`src/rtl/sdram_arbiter.sv`:
```
// sdram_arbiter: three-master Wishbone arbiter in front of the SDRAM controller (m0 > m1 > m2).
// Define SDRAM_ARB_STARVE_EN to let a starved m1/m2 request pre-empt fixed priority.
module sdram_arbiter #(
    parameter int unsigned STARVE_LIMIT = 64
) (
    input  logic        wb_clk,
    input  logic        wb_rst_n,

    input  logic [23:0] m0_adr,
    input  logic [31:0] m0_dat_i,
    input  logic [3:0]  m0_sel,
    input  logic [2:0]  m0_cti,
    input  logic        m0_stb,
    input  logic        m0_cyc,
    input  logic        m0_we,
    output logic        m0_ack,
    output logic [31:0] m0_dat_o,

    input  logic [23:0] m1_adr,
    input  logic [31:0] m1_dat_i,
    input  logic [3:0]  m1_sel,
    input  logic [2:0]  m1_cti,
    input  logic        m1_stb,
    input  logic        m1_cyc,
    input  logic        m1_we,
    output logic        m1_ack,
    output logic [31:0] m1_dat_o,

    input  logic [23:0] m2_adr,
    input  logic [31:0] m2_dat_i,
    input  logic [3:0]  m2_sel,
    input  logic [2:0]  m2_cti,
    input  logic        m2_stb,
    input  logic        m2_cyc,
    input  logic        m2_we,
    output logic        m2_ack,
    output logic [31:0] m2_dat_o,

    output logic [23:0] s_adr,
    output logic [31:0] s_dat_o,
    output logic [3:0]  s_sel,
    output logic [2:0]  s_cti,
    output logic        s_stb,
    output logic        s_cyc,
    output logic        s_we,
    input  logic [31:0] s_dat_i,
    input  logic        s_ack,

    output logic [1:0]  grant
);

    localparam int unsigned CNTW       = 8;
    localparam logic [1:0]  GRANT_NONE = 2'd3;

    if (STARVE_LIMIT < 1 || STARVE_LIMIT > 255) begin : g_bad_limit
        $error("sdram_arbiter: STARVE_LIMIT must be 1..255");
    end

    typedef enum logic [1:0] {
        ST_IDLE,
        ST_OWN,
        ST_RELEASE
    } state_t;

    state_t      state_q;
    state_t      state_d;
    logic [1:0]  grant_d;
    logic [2:0]  req;
    logic [1:0]  winner;
    logic        win_valid;
    logic        own_cyc;
    logic        starve1;
    logic        starve2;

    assign req = {m2_cyc & m2_stb, m1_cyc & m1_stb, m0_cyc & m0_stb};

`ifdef SDRAM_ARB_STARVE_EN
    localparam logic [CNTW-1:0] LIMIT = CNTW'(STARVE_LIMIT);

    logic [CNTW-1:0] wait1_q;
    logic [CNTW-1:0] wait2_q;

    function automatic logic [CNTW-1:0] wait_next(input logic [CNTW-1:0] cur,
                                                  input logic            r,
                                                  input logic            owned);
        if (!r || owned)
            return '0;
        else if (cur >= LIMIT)
            return LIMIT;
        else
            return cur + CNTW'(1);
    endfunction

    assign starve1 = req[1] && (wait1_q == LIMIT);
    assign starve2 = req[2] && (wait2_q == LIMIT);

    // Wait counters clear when the master owns the port or is picked this cycle.
    always_ff @(posedge wb_clk or negedge wb_rst_n) begin
        if (!wb_rst_n) begin
            wait1_q <= '0;
            wait2_q <= '0;
        end else begin
            wait1_q <= wait_next(wait1_q, req[1],
                                 (grant == 2'd1) || (state_q == ST_IDLE && winner == 2'd1));
            wait2_q <= wait_next(wait2_q, req[2],
                                 (grant == 2'd2) || (state_q == ST_IDLE && winner == 2'd2));
        end
    end
`else
    assign starve1 = 1'b0;
    assign starve2 = 1'b0;
`endif

    // Winner selection: promoted waiters first, then fixed priority.
    always_comb begin
        win_valid = |req;
        winner    = GRANT_NONE;
        if (starve1)
            winner = 2'd1;
        else if (starve2)
            winner = 2'd2;
        else if (req[0])
            winner = 2'd0;
        else if (req[1])
            winner = 2'd1;
        else if (req[2])
            winner = 2'd2;
    end

    always_comb begin
        own_cyc = 1'b0;
        case (grant)
            2'd0:    own_cyc = m0_cyc;
            2'd1:    own_cyc = m1_cyc;
            2'd2:    own_cyc = m2_cyc;
            default: own_cyc = 1'b0;
        endcase
    end

    always_ff @(posedge wb_clk or negedge wb_rst_n) begin
        if (!wb_rst_n) begin
            state_q <= ST_IDLE;
            grant   <= GRANT_NONE;
        end else begin
            state_q <= state_d;
            grant   <= grant_d;
        end
    end

    always_comb begin
        state_d = state_q;
        grant_d = grant;
        case (state_q)
            ST_IDLE: begin
                grant_d = GRANT_NONE;
                if (win_valid) begin
                    state_d = ST_OWN;
                    grant_d = winner;
                end
            end
            ST_OWN: begin
                if (!own_cyc) begin
                    state_d = ST_RELEASE;
                    grant_d = GRANT_NONE;
                end
            end
            ST_RELEASE: begin
                state_d = ST_IDLE;
                grant_d = GRANT_NONE;
            end
            default: begin
                state_d = ST_IDLE;
                grant_d = GRANT_NONE;
            end
        endcase
    end

    // Slave-side mux: owner's signals pass straight through, otherwise all zero.
    always_comb begin
        s_adr   = '0;
        s_dat_o = '0;
        s_sel   = '0;
        s_cti   = '0;
        s_stb   = 1'b0;
        s_cyc   = 1'b0;
        s_we    = 1'b0;
        if (state_q == ST_OWN) begin
            case (grant)
                2'd0: begin
                    s_adr = m0_adr; s_dat_o = m0_dat_i; s_sel = m0_sel; s_cti = m0_cti;
                    s_stb = m0_stb; s_cyc = m0_cyc;     s_we  = m0_we;
                end
                2'd1: begin
                    s_adr = m1_adr; s_dat_o = m1_dat_i; s_sel = m1_sel; s_cti = m1_cti;
                    s_stb = m1_stb; s_cyc = m1_cyc;     s_we  = m1_we;
                end
                2'd2: begin
                    s_adr = m2_adr; s_dat_o = m2_dat_i; s_sel = m2_sel; s_cti = m2_cti;
                    s_stb = m2_stb; s_cyc = m2_cyc;     s_we  = m2_we;
                end
                default: ;
            endcase
        end
    end

    // Late acks after release land on grant==3 and reach nobody.
    assign m0_ack   = s_ack & (grant == 2'd0);
    assign m1_ack   = s_ack & (grant == 2'd1);
    assign m2_ack   = s_ack & (grant == 2'd2);
    assign m0_dat_o = s_dat_i;
    assign m1_dat_o = s_dat_i;
    assign m2_dat_o = s_dat_i;

endmodule

```
`config.mk`:
```
export PLATFORM = sky130hd
export DESIGN_NAME = sdram_arbiter
export DESIGN_NICKNAME = d
export VERILOG_FILES = /design/src/rtl/sdram_arbiter.sv
export SDC_FILE = /design/constraint.sdc
export NUM_CORES = 1
export LEC_CHECK = 0
export ABC_AREA = 1
export CORE_AREA = 5 5 151 153
export CTS_CLUSTER_DIAMETER = 150
export CTS_CLUSTER_SIZE = 28
export DETAILED_ROUTE_END_ITERATION = 10
export DIE_AREA = 0 0 156 158
export DONT_BUFFER_PORTS = 1
export GPL_TIMING_DRIVEN = 0
export PLACE_DENSITY_LB_ADDON = 0.15
export SKIP_CTS_REPAIR_TIMING = 1
export SLEW_MARGIN = 20
export SYNTH_ARGS = -nofsm -noshare
export SYNTH_HDL_FRONTEND = slang
export SYNTH_SLANG_ARGS = --single-unit
export TNS_END_PERCENT = 5
```
`constraint.sdc`:
```
create_clock -name wb_clk -period 1.48 [get_ports wb_clk]
set_input_delay 0.296 -clock wb_clk [delete_from_list [all_inputs] [get_ports wb_clk]]
set_output_delay 0.296 -clock wb_clk [all_outputs]
set_load 0.02 [all_outputs]
```
==> impl_metrics.env, run 1 <==
export IMPL_p_int_mw=2.35
export IMPL_wl_per_cell_um=18.2
export IMPL_r2r_cells=6
export IMPL_ys_warn_count=0
export IMPL_io_pins=400
export IMPL_worstSkewPairLatency_ps=230
export IMPL_drc=0
export IMPL_failed_checks="negative setup slack"
export IMPL_fin_crit_ps=2160
export IMPL_critical_path_class="reg2out"
export IMPL_ys_seq_area_share_pct=3.80
export IMPL_dieArea_mm2=0.0246
export IMPL_h_tree_depth=1
export IMPL_numCtsBuffers=3
export IMPL_grt_util_met3_pct=2.62
export IMPL_synth_cells=552
export IMPL_ctsRootBufferMaster="clkbuf_16"
export IMPL_grt_overflow=0
export IMPL_cts_sinks=4
export IMPL_grt_pass1_wl_um=19800
export IMPL_rsz0062_at_grt="yes"
export IMPL_grt_use_met1_pct=11.3
export IMPL_place_gp_congestion=0.722
export IMPL_ys_seq_elements=4
export IMPL_relSlewSlack_pct=54.8
export IMPL_setup_viol=69
export IMPL_start_util_pct=12.6
export IMPL_hold_class="in2reg"
export IMPL_num_vias=3305
export IMPL_hold_slack_ps=239
export IMPL_synth_area_per_cell_um2=4.89
export IMPL_leakagePower_nw=2.24
export IMPL_cp_arrival_ps=1870
export IMPL_drive_above_1_share_pct=53.2
export IMPL_cpMaxStageDelayCell="dfstp_4"
export IMPL_grt_pass1_vias=3323
export IMPL_cellPowerDensity_mw_per_mm2=1460
export IMPL_grt_use_met2_pct=21.2
export IMPL_swShare_pct=58.9
export IMPL_critical_path_cell_chain="inv_4 > nor2_4 > buf_12 > buf_16 > clkbuf_16 > nand2_2 > nand3_2 > nand2_1 > inv_2"
export IMPL_holdPathStages=2
export IMPL_p_switching_mw=3.36
export IMPL_critPathMaxStageDelay_ps=710
export IMPL_status="finished, violations left"
export IMPL_cp_num_buf_inv=5
export IMPL_io_buffers=0
export IMPL_tritoncts="done"
export IMPL_tightest_slew_ps=679
export IMPL_grt_usage_pct=10.4
export IMPL_fin_setup_tns_ps=-42780
export IMPL_syn_nets=785
export IMPL_clockBufferDepth=2
export IMPL_ff2ff_setup_slack_ps=80
export IMPL_critPathLaunchType="flip-flop"
export IMPL_die_w_um=156
export IMPL_crit_required_ps=1180
export IMPL_min_from="m2_stb"
export IMPL_cts_clk_slew_worst_paths_ps=30
export IMPL_drtIter0Drc=118
export IMPL_post_route_period_util_pct=146
export IMPL_pwr_share_clk_pct=7.6
export IMPL_hold_viol_final=0
export IMPL_wl_um=15400
export IMPL_core_area_mm2=0.0214
export IMPL_crit_fanout=8
export IMPL_maxCapViolations=0
export IMPL_synthesis_area_mm2=0.00270
export IMPL_syn2layout_area_growth_pct=44.7
export IMPL_grt_busiest_layer="met2"
export IMPL_fp_dieH_um=158
export IMPL_fin_ws_ps=-684
export IMPL_finClkSkew_ps=3.50
export IMPL_r2r_start="grant[1]$_DFFE_PN1P_"
export IMPL_vias_per_cell=3.90
export IMPL_synth_cell_types=13
export IMPL_slew_violations=0
export IMPL_ir_drop_uv=1020
export IMPL_firstDrtPassIters=4
export IMPL_cp_top_family="flip-flops"
export IMPL_combPwrFrac_pct=87.0
export IMPL_end_kind="output port"
export IMPL_hpwl_um=13000
export IMPL_row_count=54
export IMPL_diodes=0
export IMPL_hold_end="state_q[0]$_DFFE_PN0P_"
export IMPL_nets=803
export IMPL_grt_max_degree=11
export IMPL_ant_nets=0
export IMPL_pre_cts_ws_ps=-827
export IMPL_timing_rr_end="state_q[0]$_DFFE_PN0P_"
export IMPL_antenna_found_initial=0
export IMPL_seqPwrFrac_pct=5.4
export IMPL_fmax_mhz=462
logic make-up (layout without fill, tap and decap cells):
kind of cell  count (synthesis)  in the layout  synth area share [%]
simple gates                354            354                  52.9
flops                         4              4                  3.80
buf+inv                     194            210                  43.3
registers in the layout, summed over array words and instances, names as in the netlist:
register  count
state_q       2
grant         2
final cells by class:
type	instances	area, µm²
Fill cell	2516	17500
Tap cell	280	350
Timing Repair Buffer	13	235
Multi-Input combinational cell	354	1810
Clock buffer	3	75.1
Buffer	124	1010
Sequential cell	4	110
Inverter	70	313
metrics by stage:
stage | instances | total power, mW | utilization, % | area (µm²)
floorplan | 552 | 3.17 | - | 2710
global placement | 832 | 4.13 | 14.3 | 3060
detailed placement | 832 | 4.12 | 14.3 | 3060
CTS | 835 | 4.57 | 14.6 | 3130
global route | 848 | 6.21 | 18.2 | 3910
finish | 848 | 5.72 | 18.2 | 3910
worst max path at each step:
stage	start	to	cells past startpoint
floorplan	grant[0]$_DFFE_PN1P_	s_dat_o[11]	8
global placement	state_q[1]$_DFFE_PN0P_	s_adr[6]	5
detailed placement	state_q[1]$_DFFE_PN0P_	s_adr[6]	5
CTS	state_q[1]$_DFFE_PN0P_	s_adr[6]	5
global route	grant[1]$_DFFE_PN1P_	s_dat_o[29]	9
finish	grant[1]$_DFFE_PN1P_	s_dat_o[0]	9
per-layer routing:
metal	up-vias	routed length [µm]
li1	1586	-
met1	1510	5650
met2	207	8400
met3	2	1380
met4	0	9
met5	-	0
Yosys cell counts:
cell      instances  share of area [%]
clkbuf_1          6               0.83
inv_2             1               0.14
buf_6             6                2.5
dfrtp_1           2                1.9
inv_1            69                9.6
buf_4           102                 28
dfstp_2           2                1.9
nor3_1            4               0.74
nor2_1            3               0.42
nand3_1          73                 14
buf_2            10                1.9
nor2_2            2               0.46
nand2_1         272                 38
power groups by stage:
stage          Sequential, mW  Combinational, mW  Clock (mW)
3_5_place_dp            0.276               3.84           0
6_report                0.307               4.97       0.435
3_3_place_gp            0.275               3.86           0
2_1_floorplan           0.251               2.92           0
4_1_cts                 0.275               3.86       0.437
5_1_grt                 0.318               5.44       0.446
cell usage in the layout, fill, tap and decap left out, drive strengths merged:
cell type,synthesis,routed
nand2,272,272
buf,118,120
nand3,73,73
inv,70,70
clkbuf,6,19
nor2,5,5
nor3,4,4
dfstp,2,2
dfrtp,2,2
dlygate4sd3,0,1
Note: power is estimated with default switching activity, not from simulation.
==> run 2: changes to the inputs <==
- CELL_PAD_IN_SITES_DETAIL_PLACEMENT: unset -> 1
- CELL_PAD_IN_SITES_GLOBAL_PLACEMENT: unset -> 2
- CORE_AREA: 5 5 151 153 -> 5 5 150 152
- DIE_AREA: 0 0 156 158 -> 0 0 155 157
==> impl_metrics.env, run 2 (same netlist as run 1, synthesis figures left out) <==
export IMPL_wl_um=15600
export IMPL_place_gp_congestion=0.793
export IMPL_fin_crit_ps=2130
export IMPL_status="finished, violations left"
export IMPL_crit_fanout=8
export IMPL_dieArea_mm2=0.0243
export IMPL_num_vias=3400
export IMPL_fp_dieH_um=157
export IMPL_wl_per_cell_um=18.6
export IMPL_hpwl_um=13400
export IMPL_cp_arrival_ps=1830
export IMPL_setup_viol=69
export IMPL_layout_common_cells="nand2_1, buf_4, inv_2"
export IMPL_cts_clk_slew_worst_paths_ps=30
export IMPL_diodes=0
export IMPL_drc=0
export IMPL_worstSkewPairLatency_ps=230
export IMPL_grt_overflow=0
export IMPL_maxCapViolations=0
export IMPL_ctsRootBufferMaster="clkbuf_16"
export IMPL_end_kind="output port"
export IMPL_final_core_util_pct=17.3
export IMPL_numCtsBuffers=3
export IMPL_top_regs="grant (2), state_q (2)"
export IMPL_syn2layout_area_growth_pct=34.0
export IMPL_post_route_period_util_pct=144
export IMPL_grt_pass1_wl_um=21100
export IMPL_fin_ws_ps=-649
export IMPL_failed_checks="negative setup slack"
export IMPL_crit_required_ps=1180
export IMPL_rsz0062_at_grt="yes"
export IMPL_tritoncts="done"
export IMPL_place_area_mm2=0.00305
export IMPL_critical_path_class="reg2out"
export IMPL_cts_sinks=4
export IMPL_core_area_mm2=0.0209
export IMPL_tightest_slew_ps=671
export IMPL_hold_class="in2reg"
export IMPL_start_util_pct=12.9
export IMPL_antenna_found_initial=0
export IMPL_critPathLaunchType="flip-flop"
export IMPL_fmax_mhz=470
export IMPL_io_pins=400
export IMPL_leakagePower_nw=2.05
export IMPL_ir_drop_uv=338
export IMPL_ant_nets=0
export IMPL_row_count=53
export IMPL_finClkSkew_ps=2.93
export IMPL_relSlewSlack_pct=54.9
export IMPL_nets=800
export IMPL_fillers=2682
export IMPL_pre_cts_ws_ps=-609
export IMPL_firstDrtPassIters=6
export IMPL_layout_commonest_cell="nand2_1"
export IMPL_drtIter0Drc=90
export IMPL_hold_viol_final=0
export IMPL_grt_usage_pct=10.9
export IMPL_drive_above_1_share_pct=44.8
export IMPL_grt_max_degree=11
export IMPL_h_tree_depth=1
export IMPL_grt_pass1_vias=3728
export IMPL_slew_violations=0
export IMPL_die_w_um=155
export IMPL_final_cell_area_mm2=0.00362
export IMPL_cellPowerDensity_mw_per_mm2=1450
export IMPL_io_buffers=0
export IMPL_vias_per_cell=4.05
export IMPL_clockBufferDepth=2
==> run 2: cell count changes in the layout (fill, tap and decap cells not counted), sizes merged <==
| cell | delta |
|---|---|
| clkbuf | -3 |
| clkinv | +1 |
| inv | -1 |
==> run 2: path summary, 6_finish.rpt <==
path	start	end	slack (ps)	cells past startpoint
worst max-delay path	grant[1]$_DFFE_PN1P_	s_dat_o[20]	-650	8
worst min-delay path	m2_stb	state_q[0]$_DFFE_PN0P_	260	2
worst max register to register	grant[0]$_DFFE_PN1P_	state_q[0]$_DFFE_PN0P_	50	6
worst min register to register	state_q[1]$_DFFE_PN0P_	state_q[1]$_DFFE_PN0P_	520	1
max in group asynchronous	wb_rst_n	grant[1]$_DFFE_PN1P_	880	1
min in group asynchronous	wb_rst_n	state_q[0]$_DFFE_PN0P_	350	1
==> run 2: critical path: stages, from the launching register on <==
cell and delay [ps]:
dfstp_4 720, inv_4 60, nor2_4 160, buf_12 180, clkbuf_16 160, nand2_1 50
nand3_1 60, nand2_1 70, inv_2 130
==> run 2: cell type report <==
class / instances / area, µm² / share of cell area (%)
multi-input combinational: 354 / 1640 / 45.4
tap: 275 / 344 / 9.51
timing repair buffer: 10 / 134 / 3.70
clock buffer: 3 / 75.1 / 2.07
inverter: 70 / 293 / 8.09
sequential: 4 / 110 / 3.04
buffer: 124 / 1020 / 28.2
==> run 2: per-layer routing <==
metal	share of wire, %	vias up	global-route usage (%)
li1	-	1571	-
met1	34	1576	11.1
met2	54	239	22.0
met3	10	14	3.22
met4	1.7	0	1.98
met5	0	-	0
==> run 2: power by group <==
group          total (mW)  leakage, nW  internal [mW]  switching (mW)
registers           0.320       0.0467          0.188           0.132
logic                4.49         1.97           1.57            2.92
clock network       0.432       0.0370          0.346          0.0855
==> run 2: metrics by stage <==
step           setup TNS, ps  hold WS [ps]  total power, mW  std cells
2_1_floorplan          -9750         0.409             3.17        552
3_3_place_gp          -33400         0.775             4.05        827
3_5_place_dp          -35400         0.810             4.09        827
4_1_cts               -52040          -238             4.54        830
5_1_grt               -45930           279             5.77        840
6_report              -40040           259             5.24        840
==> run 3: changes to the inputs <==
- RECOVER_POWER: unset -> 25
==> impl_metrics.env, run 3 (same netlist as run 1, synthesis figures left out) <==
export IMPL_start_util_pct=12.9
export IMPL_finalPower_mw=5.22
export IMPL_hpwl_um=13400
export IMPL_critPathLaunchType="flip-flop"
export IMPL_finalNonFillerCells=840
export IMPL_fillers=2689
export IMPL_dieArea_mm2=0.0243
export IMPL_io_buffers=0
export IMPL_grt_pass1_vias=3728
export IMPL_regArea_um2=110
export IMPL_worstSkewPairLatency_ps=230
export IMPL_hold_class="in2reg"
export IMPL_ant_nets=0
export IMPL_vias_per_cell=4.05
export IMPL_fmax_mhz=470
export IMPL_leakagePower_nw=1.97
export IMPL_place_inst=827
export IMPL_post_route_period_util_pct=144
export IMPL_wl_met1_um=5290
export IMPL_fp_dieH_um=157
export IMPL_hold_viol_final=0
export IMPL_row_count=53
export IMPL_firstDrtPassIters=4
export IMPL_drtIter0Drc=98
export IMPL_crit_fanout=8
export IMPL_critical_path_class="reg2out"
export IMPL_fin_ws_ps=-648
export IMPL_grt_overflow=0
export IMPL_critical_path_cell_chain="inv_4 > nor2_4 > buf_12 > clkbuf_16 > nand2_1 > nand3_1 > nand2_1 > inv_2"
export IMPL_finClkSkew_ps=2.93
export IMPL_top_regs="grant (2), state_q (2)"
export IMPL_multi_input_area_mm2=0.00164
export IMPL_top_layer="met4"
export IMPL_rsz0062_at_grt="yes"
export IMPL_cp_top_family="flip-flops"
export IMPL_grt_pass1_wl_um=21100
export IMPL_grt_usage_pct=10.9
export IMPL_cp_num_buf_inv=4
export IMPL_place_gp_congestion=0.793
export IMPL_wl_um=15600
export IMPL_setup_viol=69
export IMPL_syn2layout_area_growth_pct=30.9
export IMPL_nets=800
export IMPL_end_kind="output port"
export IMPL_cp_arrival_ps=1830
export IMPL_core_area_mm2=0.0209
export IMPL_tightest_slew_ps=671
export IMPL_failed_checks="negative setup slack"
export IMPL_numCtsBuffers=3
export IMPL_relSlewSlack_pct=54.9
export IMPL_cpMaxStageDelayCell="dfstp_4"
export IMPL_slew_violations=0
export IMPL_status="finished, violations left"
export IMPL_drc=0
export IMPL_layout_commonest_cell="nand2_1"
export IMPL_cellPowerDensity_mw_per_mm2=1470
export IMPL_clockBufferDepth=2
export IMPL_antenna_found_initial=0
export IMPL_crit_top_cell="nand2_1"
export IMPL_h_tree_depth=1
export IMPL_die_w_um=155
export IMPL_diodes=0
export IMPL_wl_per_cell_um=18.6
export IMPL_grt_max_degree=11
export IMPL_fin_crit_ps=2130
export IMPL_cts_sinks=4
export IMPL_crit_required_ps=1180
export IMPL_critPathMaxStageDelay_ps=720
export IMPL_layout_common_cells="nand2_1, buf_4, inv_2"
export IMPL_ctsRootBufferMaster="clkbuf_16"
export IMPL_num_vias=3406
export IMPL_maxCapViolations=0
export IMPL_met2_length_um=8430
export IMPL_drive_above_1_share_pct=40.9
export IMPL_io_pins=400
export IMPL_cts_clk_slew_worst_paths_ps=30
export IMPL_ir_drop_uv=338
export IMPL_met3WireLength_um=1640
export IMPL_tritoncts="done"
## run 3: cell count changes in the layout (fill, tap and decap cells not counted)
cell,before,now
buf_4,103,81
clkbuf_1,5,27
## run 3: per-stage QoR
| step | TNS, ps | hold slack (ps) | cell area [µm²] | utilization (%) | worst slack [ps] |
|---|---|---|---|---|---|
| after floorplan | -9750 | 0.409 | 2710 | - | -160 |
| after global placement | -33400 | 0.775 | 3050 | 14.6 | -602 |
| after detailed placement | -35400 | 0.810 | 3050 | 14.6 | -609 |
| after CTS | -52040 | -238 | 3120 | 15.0 | -848 |
| after global routing | -45930 | 279 | 3540 | 16.9 | -737 |
| final | -40030 | 259 | 3540 | 16.9 | -648 |
## run 3: area by class of cell
class | instances | area share (%)
repair buffers | 10 | 3.78
plain buffers | 124 | 26.5
inverters | 70 | 8.28
flip-flops and latches | 4 | 3.11
clock buffers | 3 | 2.12
well taps | 275 | 9.73
multi-input cells | 354 | 46.4
## run 3: worst register-to-register path: cells and delay by family, from the launching register on
kind	cells	cell delay (ps)
buffers and inverters	2	200
flip-flops	1	720
AND/OR/NAND/NOR	4	390
## run 3: routing by layer
layer  vias up  GRT usage (%)
met5         -              0
met4         0           1.98
met3        14           3.22
met2       242           22.0
met1      1579           11.1
li1       1571              -
## run 3: path summary, 6_finish.rpt
check | startpoint | endpoint | slack [ps] | depth (start not counted)
max | grant[1]$_DFFE_PN1P_ | s_dat_o[20] | -650 | 8
min | m2_stb | state_q[0]$_DFFE_PN0P_ | 260 | 2
max reg2reg | grant[0]$_DFFE_PN1P_ | state_q[0]$_DFFE_PN0P_ | 50 | 6
min reg2reg | state_q[1]$_DFFE_PN0P_ | state_q[1]$_DFFE_PN0P_ | 520 | 1
max in group asynchronous | wb_rst_n | grant[1]$_DFFE_PN1P_ | 880 | 1
min in group asynchronous | wb_rst_n | state_q[0]$_DFFE_PN0P_ | 350 | 1
## run 3: power by group
part           total [mW]  internal (mW)  leakage [nW]  switching (mW)
clock network       0.432          0.346        0.0370          0.0855
logic                4.46           1.55          1.89            2.92
registers           0.320          0.188        0.0467           0.132
